**config.mk**
```make
export PLATFORM = sky130hd
export DESIGN_NAME = tcp_rx_ptr_store
export DESIGN_NICKNAME = d
export VERILOG_FILES = /design/src/rtl/tcp_rx_ptr_store.sv
export SDC_FILE = /design/constraint.sdc
export NUM_CORES = 2
export LEC_CHECK = 0
export CORE_MARGIN = 2
export CORE_UTILIZATION = 40
export CTS_BUF_LIST = sky130_fd_sc_hd__clkbuf_4 sky130_fd_sc_hd__clkbuf_8
export DETAILED_ROUTE_END_ITERATION = 6
export PLACE_DENSITY = 0.66
export SYNTH_ARGS = -nofsm -noshare
export SYNTH_HDL_FRONTEND = slang
export SYNTH_SLANG_ARGS = --single-unit
```
**constraint.sdc**
```tcl
create_clock -name clk -period 7.7 [get_ports clk]
set_clock_uncertainty 0.05 [all_clocks]
set_input_delay 1.155 -clock clk [delete_from_list [all_inputs] [get_ports clk]]
set_output_delay 1.155 -clock clk [all_outputs]
set_load 0.02 [all_outputs]
```
**src/rtl/tcp_rx_ptr_store.sv**
```systemverilog
// Per-flow RX head/commit pointer store for the TCP RX path.
// Clears both tables after reset, then serves init, engine and app accesses.
module tcp_rx_ptr_store #(
   parameter int unsigned FLOWID_W = 6,
   parameter int unsigned PTR_W    = 32
) (
   input  logic                clk,
   input  logic                rst,

   input  logic                init_req_val,
   input  logic [FLOWID_W-1:0] init_req_flowid,
   input  logic [PTR_W-1:0]    init_req_ptr,
   output logic                init_req_rdy,

   input  logic                eng_commit_wr_req_val,
   input  logic [FLOWID_W-1:0] eng_commit_wr_req_flowid,
   input  logic [PTR_W-1:0]    eng_commit_wr_req_ptr,
   output logic                commit_eng_wr_req_rdy,

   input  logic                app_rx_head_ptr_wr_req_val,
   input  logic [FLOWID_W-1:0] app_rx_head_ptr_wr_req_flowid,
   input  logic [PTR_W-1:0]    app_rx_head_ptr_wr_req_ptr,
   output logic                rx_head_ptr_app_wr_req_rdy,

   input  logic                app_rx_head_ptr_rd_req_val,
   input  logic [FLOWID_W-1:0] app_rx_head_ptr_rd_req_flowid,
   output logic                rx_head_ptr_app_rd_req_rdy,
   output logic                rx_head_ptr_app_rd_resp_val,
   output logic [PTR_W-1:0]    rx_head_ptr_app_rd_resp_ptr,
   input  logic                app_rx_head_ptr_rd_resp_rdy,

   input  logic                app_rx_commit_ptr_rd_req_val,
   input  logic [FLOWID_W-1:0] app_rx_commit_ptr_rd_req_flowid,
   output logic                rx_commit_ptr_app_rd_req_rdy,
   output logic                rx_commit_ptr_app_rd_resp_val,
   output logic [PTR_W-1:0]    rx_commit_ptr_app_rd_resp_ptr,
   input  logic                app_rx_commit_ptr_rd_resp_rdy
);

   localparam int unsigned DEPTH = 1 << FLOWID_W;

   typedef enum logic {ST_CLEAR, ST_RUN} state_e;

   state_e              state_q, state_d;
   logic [FLOWID_W-1:0] clr_idx_q, clr_idx_d;

   logic                head_resp_val_q, head_resp_val_d;
   logic [PTR_W-1:0]    head_resp_ptr_q, head_resp_ptr_d;
   logic                commit_resp_val_q, commit_resp_val_d;
   logic [PTR_W-1:0]    commit_resp_ptr_q, commit_resp_ptr_d;

   logic [PTR_W-1:0]    head_mem   [DEPTH];
   logic [PTR_W-1:0]    commit_mem [DEPTH];

   logic                run;
   logic                head_we, commit_we;
   logic [FLOWID_W-1:0] head_wa, commit_wa;
   logic [PTR_W-1:0]    head_wd, commit_wd;
   logic                head_rd_acc, commit_rd_acc;
   logic [PTR_W-1:0]    head_rd_data, commit_rd_data;

   assign run = (state_q == ST_RUN);

   assign init_req_rdy                 = run;
   assign commit_eng_wr_req_rdy        = run & ~init_req_val;
   assign rx_head_ptr_app_wr_req_rdy   = run & ~init_req_val;
   assign rx_head_ptr_app_rd_req_rdy   = run & (~head_resp_val_q | app_rx_head_ptr_rd_resp_rdy);
   assign rx_commit_ptr_app_rd_req_rdy = run & (~commit_resp_val_q | app_rx_commit_ptr_rd_resp_rdy);

   assign rx_head_ptr_app_rd_resp_val   = head_resp_val_q;
   assign rx_head_ptr_app_rd_resp_ptr   = head_resp_ptr_q;
   assign rx_commit_ptr_app_rd_resp_val = commit_resp_val_q;
   assign rx_commit_ptr_app_rd_resp_ptr = commit_resp_ptr_q;

   assign head_rd_acc   = app_rx_head_ptr_rd_req_val & rx_head_ptr_app_rd_req_rdy;
   assign commit_rd_acc = app_rx_commit_ptr_rd_req_val & rx_commit_ptr_app_rd_req_rdy;

   // Write port select: clear sweep, then init over app/engine.
   always_comb begin
      head_we   = 1'b0;
      head_wa   = '0;
      head_wd   = '0;
      commit_we = 1'b0;
      commit_wa = '0;
      commit_wd = '0;
      if (!run) begin
         head_we   = 1'b1;
         head_wa   = clr_idx_q;
         commit_we = 1'b1;
         commit_wa = clr_idx_q;
      end else if (init_req_val) begin
         head_we   = 1'b1;
         head_wa   = init_req_flowid;
         head_wd   = init_req_ptr;
         commit_we = 1'b1;
         commit_wa = init_req_flowid;
         commit_wd = init_req_ptr;
      end else begin
         if (app_rx_head_ptr_wr_req_val) begin
            head_we = 1'b1;
            head_wa = app_rx_head_ptr_wr_req_flowid;
            head_wd = app_rx_head_ptr_wr_req_ptr;
         end
         if (eng_commit_wr_req_val) begin
            commit_we = 1'b1;
            commit_wa = eng_commit_wr_req_flowid;
            commit_wd = eng_commit_wr_req_ptr;
         end
      end
   end

   // Write-first bypass so a same-cycle read of the written flow sees new data.
   always_comb begin
      head_rd_data   = (head_we && head_wa == app_rx_head_ptr_rd_req_flowid)
                       ? head_wd : head_mem[app_rx_head_ptr_rd_req_flowid];
      commit_rd_data = (commit_we && commit_wa == app_rx_commit_ptr_rd_req_flowid)
                       ? commit_wd : commit_mem[app_rx_commit_ptr_rd_req_flowid];
   end

   always_comb begin
      state_d           = state_q;
      clr_idx_d         = clr_idx_q;
      head_resp_val_d   = head_resp_val_q;
      head_resp_ptr_d   = head_resp_ptr_q;
      commit_resp_val_d = commit_resp_val_q;
      commit_resp_ptr_d = commit_resp_ptr_q;

      if (state_q == ST_CLEAR) begin
         clr_idx_d = clr_idx_q + 1'b1;
         if (clr_idx_q == '1) begin
            state_d = ST_RUN;
         end
      end

      if (head_rd_acc) begin
         head_resp_val_d = 1'b1;
         head_resp_ptr_d = head_rd_data;
      end else if (app_rx_head_ptr_rd_resp_rdy) begin
         head_resp_val_d = 1'b0;
      end

      if (commit_rd_acc) begin
         commit_resp_val_d = 1'b1;
         commit_resp_ptr_d = commit_rd_data;
      end else if (app_rx_commit_ptr_rd_resp_rdy) begin
         commit_resp_val_d = 1'b0;
      end
   end

   always_ff @(posedge clk) begin
      if (rst) begin
         state_q           <= ST_CLEAR;
         clr_idx_q         <= '0;
         head_resp_val_q   <= 1'b0;
         head_resp_ptr_q   <= '0;
         commit_resp_val_q <= 1'b0;
         commit_resp_ptr_q <= '0;
      end else begin
         state_q           <= state_d;
         clr_idx_q         <= clr_idx_d;
         head_resp_val_q   <= head_resp_val_d;
         head_resp_ptr_q   <= head_resp_ptr_d;
         commit_resp_val_q <= commit_resp_val_d;
         commit_resp_ptr_q <= commit_resp_ptr_d;
      end
   end

   always_ff @(posedge clk) begin
      if (head_we) begin
         head_mem[head_wa] <= head_wd;
      end
      if (commit_we) begin
         commit_mem[commit_wa] <= commit_wd;
      end
   end

endmodule

```
==> impl_metrics.toml <==
[status]
status = "finished, final reports clean"

[synth]
synth_compound_area_share_pct = 1.62
synthSimpleGateAreaFrac_pct = 1.41
synth_edf_count = 4096
ys.flop_type = "edfxtp_1"
synth-xor-area-share_pct = 0.0383
syn_area_per_cell_sq_um = 23.6
syn_inst = 6791
yosysWarnings = 0
ys_types = 65
synth.yosys.seq_area_share_pct = 77.7
syn-cell-area_sq_um = 160000
synthesis.nets = 6927
synth_mux_area_share_pct = 18.0
synth_top_family_by_area = "multiplexers"
synthAdderAreaFrac_pct = 0.00782
async_flop_share_pct = 0
synth_seq_cells = 4169

[setup_path]
r2r_cells = 4
critPathMaxFanout = 47
critPathArrivalTime_ps = 5910
end_kind = "flip-flop"
worstPathRequired_ps = 8270
critPathLaunchType = "flip-flop"
critPathKind = "reg2reg"
max_stage_delay_ps = 1290
slowest_stage = "nor2_4"
path_cells = "inv_6, a2bb2oi_1, nand3_1, nor2_4"

[clocking]
cts.htree.levels = 6
ctsHoldBuffers = 0
cts_buffers = 622
cts_tree = "yes"
clockBufferDepth = 4
clk_pin_slew_ps = 70
cts.sinks = 4169
root_buffer = "clkbuf_8"
clk_latency_ps = 1080
cts_setup_buffers = 0
cts.repair.resized = 0

[cells_and_area]
fin_util_pct = 45.8
final_common_cell = "edfxtp_1"
final_cell_mix = "edfxtp_1, mux4_2, clkbuf_8"
drive_gt1_share_pct = 33.7
fin_nets = 7586
syn_to_final_growth_pct = 14.0
fin_cells = 13200

[place]
gp_congestion = 0.885
io_buffers = 205
dp_cells = 12100
hpwl_um = 252000

[sta]
maxSlewHeadroom_pct = 11.2
setup_tns_ps = 0
whs_ps = 471
min_period_over_period_pct = 69.3
final-setup-viol-count = 0
fin_crit_ps = 5340
rsz0062_at_grt = "no"
slew_viol_final = 0
fmax_mhz = 187
hold_viol = 0
tightest_slew_ps = 1330

[routing]
num_vias = 76600
wl_met1_um = 157000
dr_wl_met3_um = 37700
wire_per_inst_um = 31.7
viasPerCell = 5.80
ant_nets = 0
top_layer = "met5"
drt_iter0_markers = 10400
route.detailed.drc = 0
wl_met2_um = 207000
routed_wl_um = 419000
firstDrtPassIters = 6

[floorplan]
core_area_sq_um = 399000
fp.dieH_um = 637
initial_utilization_pct = 40.1
io-pin-count = 206
row_count = 232
die_x_um = 637
die_area_sq_um = 405000

[hold_path]
holdPathStages = 2
hold_class = "reg2reg"

[pwr]
irDropWorstVdd_mv = 0.183
p_per_area_nw_per_um2 = 243
p_leak_nw = 58.4
finalPower_mw = 44.4

[grt]
antenna_found_initial = 29
grt_pass1_wl_um = 588000
grt-ovfl-total = 0
grt_usage_pct = 20.3
grt_pass1_vias = 77200
grt_max_degree = 102

[run]
cap_viol_max_count = 0
state kept, by name, summed over array words and instances, names as in the netlist:
register and count:
clr_idx_q 6, commit_mem 2048, head_mem 2048, init_req_rdy 1, rx_commit_ptr_app_rd_resp_ptr 32, rx_commit_ptr_app_rd_resp_val 1, rx_head_ptr_app_rd_resp_ptr 32, rx_head_ptr_app_rd_resp_val 1
Yosys cell counts, drive strengths merged, types with 6 or more instances:
| cell type | n | area, sq um |
|---|---|---|
| clkbuf | 183 | 687 |
| a22oi | 116 | 871 |
| buf | 196 | 1130 |
| dfxtp | 73 | 1460 |
| nand4 | 11 | 68.8 |
| a21oi | 114 | 571 |
| nand2b | 14 | 87.6 |
| o22ai | 10 | 68.8 |
| edfxtp | 4096 | 123000 |
| nor2b | 10 | 62.6 |
| o21ai | 14 | 70.1 |
| inv | 7 | 26.3 |
| mux4 | 1251 | 28200 |
| nand3 | 14 | 70.1 |
| and2 | 6 | 37.5 |
| nor2 | 224 | 841 |
| a211oi | 63 | 573 |
| or3 | 8 | 50.1 |
| a221oi | 8 | 76.3 |
| mux2i | 68 | 681 |
| nand2 | 224 | 841 |
layer usage:
layer | vias up | track usage [%]
li1 | 30600 | -
met1 | 41200 | 27.0
met2 | 4136 | 33.4
met3 | 683 | 3.83
met4 | 2 | 7.56
met5 | - | 0
through the flow:
step                      area [sq um]  worst slack, ps
after floorplan                 160000             1930
after global placement          171000             1890
after detailed placement        171000             1810
after CTS                       182000             2580
after global routing            183000             2320
final                           183000             2360
report_power, final:
| group | switching (mW) | internal [mW] | leakage (nW) |
|---|---|---|---|
| registers | 0.0277 | 24.7 | 39.8 |
| clock network | 8.41 | 9.26 | 6.30 |
| logic | 1.19 | 0.882 | 12.2 |
worst paths after layout:
| check | endpoint | slack [ps] | startpoint |
|---|---|---|---|
| setup / recovery | commit_mem[10][16] | 2360 | init_req_rdy |
| hold / removal | rx_head_ptr_app_rd_resp_ptr[9] | 470 | rx_head_ptr_app_rd_resp_ptr[9] |
| hold reg to reg | rx_head_ptr_app_rd_resp_ptr[9] | 470 | rx_head_ptr_app_rd_resp_ptr[9] |
| setup reg to reg | commit_mem[10][16] | 2360 | init_req_rdy |
worst max-delay path, delay by kind of cell, from the launching register on:
family | cells | cell delay (ps)
buffers and inverters | 1 | 460
AND/OR/NAND/NOR | 2 | 2240
AO/OA/AOI/OAI | 1 | 1120
flip-flops | 1 | 950
cell families after synthesis:
group / count (synthesis)
flip-flops: 4169
XOR/XNOR: 7
AND/OR/NAND/NOR: 539
adder cells (fa/ha/maj): 1
multiplexers: 1319
AO/OA/AOI/OAI: 367
buffers and inverters: 389
cell type report:
cell class | count | area (sq um)
clock inverters | 229 | 1420
multi-input cells | 2233 | 35500
well taps | 5265 | 6590
repair buffers | 414 | 3880
clock buffers | 869 | 10600
flip-flops and latches | 4169 | 124000
fillers | 32500 | 216000
diodes | 21 | 52.6
inverters | 10 | 57.6
No activity file was read; power rests on OpenSTA's default activity.
